`src/rtl/ser_pkg.sv`:
```
// Shared definitions for the serial frame transmitter: state encoding,
// line levels and the default word width.
package ser_pkg;

  localparam int DEFAULT_WIDTH = 8;

  typedef enum logic [1:0] {
    IDLE  = 2'd0,
    START = 2'd1,
    DATA  = 2'd2,
    STOP  = 2'd3
  } state_t;

  localparam logic LINE_IDLE = 1'b1;
  localparam logic START_BIT = 1'b0;
  localparam logic STOP_BIT  = 1'b1;

endpackage

```
`src/rtl/ser_tx_shift_reg_pl.sv`:
```
// Parallel-load, enable-gated right shift register (zero fill, LSB out),
// assembled from single-bit enabled D flip-flop cells.
module dff_en (
  input  logic clk,
  input  logic reset_n,
  input  logic en,
  input  logic d,
  output logic q
);

  always_ff @(posedge clk or negedge reset_n) begin
    if (!reset_n) begin
      q <= 1'b0;
    end else if (en) begin
      q <= d;
    end
  end

endmodule

module shift_reg_pl #(
  parameter int WIDTH = 8
) (
  input  logic             clk,
  input  logic             reset_n,
  input  logic             load,
  input  logic             shift,
  input  logic [WIDTH-1:0] d,
  output logic [WIDTH-1:0] q
);

  // One extra zero bit above the MSB supplies the shift-in value.
  logic [WIDTH:0] q_ext;
  assign q_ext = {1'b0, q};

  genvar gi;
  generate
    for (gi = 0; gi < WIDTH; gi++) begin : g_bit
      logic bit_d;
      assign bit_d = load ? d[gi] : q_ext[gi+1];

      dff_en u_cell (
        .clk     (clk),
        .reset_n (reset_n),
        .en      (load | shift),
        .d       (bit_d),
        .q       (q[gi])
      );
    end
  endgenerate

endmodule

```
`src/rtl/ser_tx.sv`:
```
// Frame transmitter: start bit, WIDTH data bits LSB first, stop bit.
// The state machine advances only on en-qualified edges; acceptance ignores en.
module ser_tx
  import ser_pkg::*;
#(
  parameter int WIDTH = DEFAULT_WIDTH,
  parameter int CNT_W = 4
) (
  input  logic             clk,
  input  logic             reset_n,
  input  logic             en,
  input  logic             valid,
  input  logic [WIDTH-1:0] d_in,
  output logic             ready,
  output logic             tx,
  output logic             busy,
  output logic             done
);

  localparam logic [CNT_W-1:0] LAST_BIT = CNT_W'(WIDTH - 1);

  state_t           state, state_next;
  logic [CNT_W-1:0] cnt, cnt_next;
  logic             tx_reg, tx_next;
  logic             done_reg, done_next;
  logic             load, shift;
  logic [WIDTH-1:0] sr_q;

  shift_reg_pl #(.WIDTH(WIDTH)) u_shift (
    .clk     (clk),
    .reset_n (reset_n),
    .load    (load),
    .shift   (shift),
    .d       (d_in),
    .q       (sr_q)
  );

  always_ff @(posedge clk or negedge reset_n) begin
    if (!reset_n) begin
      state    <= IDLE;
      cnt      <= '0;
      tx_reg   <= LINE_IDLE;
      done_reg <= 1'b0;
    end else begin
      state    <= state_next;
      cnt      <= cnt_next;
      tx_reg   <= tx_next;
      done_reg <= done_next;
    end
  end

  // tx_next carries the bit of the state being entered so tx is registered.
  always_comb begin
    state_next = state;
    cnt_next   = cnt;
    tx_next    = tx_reg;
    done_next  = 1'b0;
    load       = 1'b0;
    shift      = 1'b0;
    case (state)
      IDLE: begin
        tx_next = LINE_IDLE;
        if (valid) begin
          load       = 1'b1;
          cnt_next   = '0;
          state_next = START;
          tx_next    = START_BIT;
        end
      end
      START: begin
        if (en) begin
          state_next = DATA;
          tx_next    = sr_q[0];
        end
      end
      DATA: begin
        if (en) begin
          shift    = 1'b1;
          cnt_next = cnt + 1'b1;
          if (cnt == LAST_BIT) begin
            state_next = STOP;
            tx_next    = STOP_BIT;
          end else begin
            tx_next = sr_q[1];
          end
        end
      end
      STOP: begin
        if (en) begin
          state_next = IDLE;
          tx_next    = LINE_IDLE;
          done_next  = 1'b1;
        end
      end
      default: state_next = IDLE;
    endcase
  end

  assign ready = (state == IDLE);
  assign busy  = (state != IDLE);
  assign tx    = tx_reg;
  assign done  = done_reg;

endmodule

```
`config.mk`:
```
export PLATFORM = sky130hd
export DESIGN_NAME = ser_tx
export DESIGN_NICKNAME = d
export VERILOG_FILES = /design/src/rtl/ser_pkg.sv /design/src/rtl/ser_tx_shift_reg_pl.sv /design/src/rtl/ser_tx.sv
export SDC_FILE = /design/constraint.sdc
export NUM_CORES = 1
export LEC_CHECK = 0
export ABC_AREA = 1
export CAP_MARGIN = 15
export CORE_MARGIN = 3
export CORE_UTILIZATION = 60
export DETAILED_ROUTE_END_ITERATION = 10
export DONT_BUFFER_PORTS = 1
export HOLD_SLACK_MARGIN = 0.05
export PLACE_DENSITY = 0.76
export SYNTH_ARGS = -nofsm -noshare
export SYNTH_HDL_FRONTEND = slang
export SYNTH_SLANG_ARGS = --single-unit
export TNS_END_PERCENT = 10
```
`constraint.sdc`:
```
create_clock -name clk -period 1.5 [get_ports clk]
set_input_delay 0 -clock clk [delete_from_list [all_inputs] [get_ports clk]]
set_output_delay 0 -clock clk [all_outputs]
set_load 0.03 [all_outputs]
```
==> summary.txt <==
Clock tree
  – CTS tree: yes
  – H-tree depth: 1
  – Worst-path clk slew: 0.10 ns
  – Sink Count: 16
  – Clk_lat worst skew: 0.29 ns
  – Maximum clock path buffer count: 2
  – Num CTS Buffers: 3
  – Root Buffer: clkbuf_4

GRT
  – First-pass GRT wire length: approximately 3.4 mm
  – Largest net degree at the start of global routing: 17
  – Vias in the first global route: 779
  – Gr ovfl total: 0
  – Total GRT Usage: 23.24%
  – Initial antenna violation count: 0

Cells and area
  – N_diodes: 0
  – Share of cells above drive strength 1: 15.27%
  – Biggest regs: u_shift.g_bit.u_cell.q: 8 flops, cnt: 4 flops, state: 2 flops
  – Core Util, Final: between 80% and 90%
  – Non-Filler Instances: 146
  – Synth-to-Final Area Change: 20.22%
  – Biggest register: u_shift.g_bit.u_cell.q
  – Nets: 150
  – Max FFs per register: 8
  – Post-Layout Inst Area: 1101 sq um

Place
  – Setup WS pre-CTS: about 0.029 ns
  – Hpwl dp: ~1.4 mm
  – Post-Place Cells: 131
  – Port buffer count: 0
  – Post-DP Area: 944.7 sq um
  – Final GP Congestion: 0.8394

Drt
  – Vias per cell: 5.582
  – TritonRoute pass-1 iters: 4
  – DRC violations left: 0
  – First-iteration detailed-routing DRC count: 28
  – Final WL: 2.126 mm
  – Vias: 815
  – ANT nets after route: 0
  – Routed length per instance: 14.56 um

STA
  – Worst hold margin: 0.07403 ns
  – Final hold vios: 0
  – Final min period: 1.488 ns
  – Tcrit/Tclk final: 99.19%
  – Slew at the pin closest to its max-slew limit: 0.7171 ns
  – PnR worst setup slack: ~0.012 ns
  – RSZ-0062 raised after global routing: true
  – Fmax: 672.1 MHz
  – Final slew viol count: 0
  – Worst rel slew slack: 52.04%
  – Clk_skew: 0.002232 ns
  – Setup violators final: 0

Floorplanning
  – Die W: 45.07 um
  – I/O pin count: 16
  – Die Area: roughly 2000 sq um
  – Die H: 45.07 um
  – Row count: 13
  – Starting Density: between 60% and 70%
  – Core outline area: 1366 sq um

Synthesis
  – Most common cell in the netlist: nand2_1
  – Main combinational cell family by area after synthesis: simple AND/OR/NAND/NOR gates
  – Post-synth ARST share: 100.0%
  – Post-synthesis mux area share: 0%
  – Mean cell area of the mapped netlist: approximately 8.0 sq um
  – Seq cells post-synth: 16
  – Top cells by count, synth: nand2_1, dfrtp_1, inv_1, o21ai_0, nor2_1
  – Post-synth top area share: between 40% and 50%
  – Post-synth top flop: dfrtp_1
  – Syn Std Cell Area: between 900 and 1000 sq um
  – Number of synthesized flops with an enable pin: 0
  – Synth Area in Compound Gates: 13.93%
  – Largest cells by area after synthesis: dfrtp_1, nand2_1, ha_1
  – Cells after synthesis: between 100 and 150
  – Net count after synthesis: 132
  – Sequential-to-total area share from yosys stat: between 40% and 50%
  – Post-synthesis adder-cell area fraction: 8.197%
  – Yosys top cell by area: dfrtp_1
  – Post-Synth XOR/XNOR Area: 0.9563%
  – Synthesis warning total: 0
  – Post-Synth Simple-Gate Area: 24.04%
  – Synth cell types: 21

Worst setup path
  – CP Max Fanout: 12
  – Most frequent CP cell: inv_1
  – Worst setup EP type: flop
  – Worst EP arrival: approximately 1.7 ns
  – Critical Path RT: ~1.7 ns
  – CP max stage delay: around 0.4 ns
  – Startpoint Class: flop
  – FF-to-FF setup slack: between 0.01 and 0.015 ns
  – Crit path cell chain: inv_1 > ha_2 > nand2_2 > inv_1 > o21ai_0 > o22ai_1
  – Worst path buffer plus inverter count: 2
  – Top Family by Delay on Critical Path: flip-flops
  – Setup CP Type: flop to flop
  – Slowest stage cell, crit path: dfrtp_1

Status
  – Status: finished clean

Power and ir drop
  – Sw power: 1037 uW
  – Sw frac: a little under half
  – Power density over the cells: roughly 2000 nW/um^2
  – Leakage: 0.0005746 uW
  – Sequential Power Share: 34.6%
  – Clock power share: 12.8%
  – Combinational power share: a little over half
  – Pint: 1208 uW
  – Worst vdd ir: 0.001516 V

Worst hold path
  – Min-delay worst type: input port to flop

Job
  – Max Cap Viol: 0
-- power groups by stage --
stage	clock network (uW)	logic [uW]	registers, uW
after floorplan	0	857	754
after global placement	0	1030	767
after detailed placement	0	1070	777
after CTS	292	1120	767
after global routing	303	1290	795
final	288	1180	776
-- stage by stage --
step,power [uW],setup TNS (ns)
2_1_floorplan,1611,0
3_3_place_gp,1801,0
3_5_place_dp,1848,0
4_1_cts,2173,0
5_1_grt,2392,-0.06117
6_report,2245,0
-- final timing paths --
path	from	endpoint	depth (start not counted)
setup / recovery	state[1]	u_shift.g_bit[3].u_cell.q	6
hold / removal	valid	u_shift.g_bit[4].u_cell.q	3
setup reg to reg	state[1]	u_shift.g_bit[3].u_cell.q	6
hold reg to reg	u_shift.g_bit[4].u_cell.q	u_shift.g_bit[4].u_cell.q	2
max in group asynchronous	reset_n	state[0]	1
min in group asynchronous	reset_n	u_shift.g_bit[1].u_cell.q	1
-- cell usage in the layout (no fill, tap or decap), types with 2 or more instances in the layout --
master	count
nand2_4	3
clkbuf_4	3
nor2_1	7
dlygate4sd3_1	11
buf_4	4
ha_1	5
o21ai_0	13
o22ai_1	2
nand3_1	4
nand2_1	30
o21ai_1	4
dfrtp_1	15
inv_2	3
nand4_1	3
inv_1	13
-- layout make-up --
type / count / area (sq um)
multi-input combinational: 80 / 444.2
sequential: 16 / 401.6
clock buffer: 4 / 36.28
fill: 92 / 265.3
tap: 15 / 18.77
inverter: 16 / 60.06
timing repair buffer: 15 / 140.1
-- tightest hold or removal path, cell delays in order --
cell and delay (ns):
nand2_2 0.13, nor2_1 0.13, o21ai_1 0.07
-- cell families after synthesis --
logic type | Yosys count
AND/OR/NAND/NOR | 50
AO/OA/AOI/OAI | 23
buffers and inverters | 18
flip-flops | 16
adder cells (fa/ha/maj) | 6
XOR/XNOR | 1
-- per-layer routing --
metal / GRT usage, % / vias up / wire length, um
li1: - / 401 / -
met1: 26.90 / 390 / 870
met2: 41.81 / 18 / 1139
met3: 3.586 / 6 / 81
met4: 9.942 / 0 / 35
met5: 0 / - / 0
-- timing repair --
item / in CTS / in global routing
resized for setup: 0 / 4
endpoints found under the setup margin: 0 / 12
hold buffers: 11 / 0
endpoints found under the hold margin: 29 / 0
buffers inserted: 0 / 0
No activity file was read; power rests on OpenSTA's default activity.
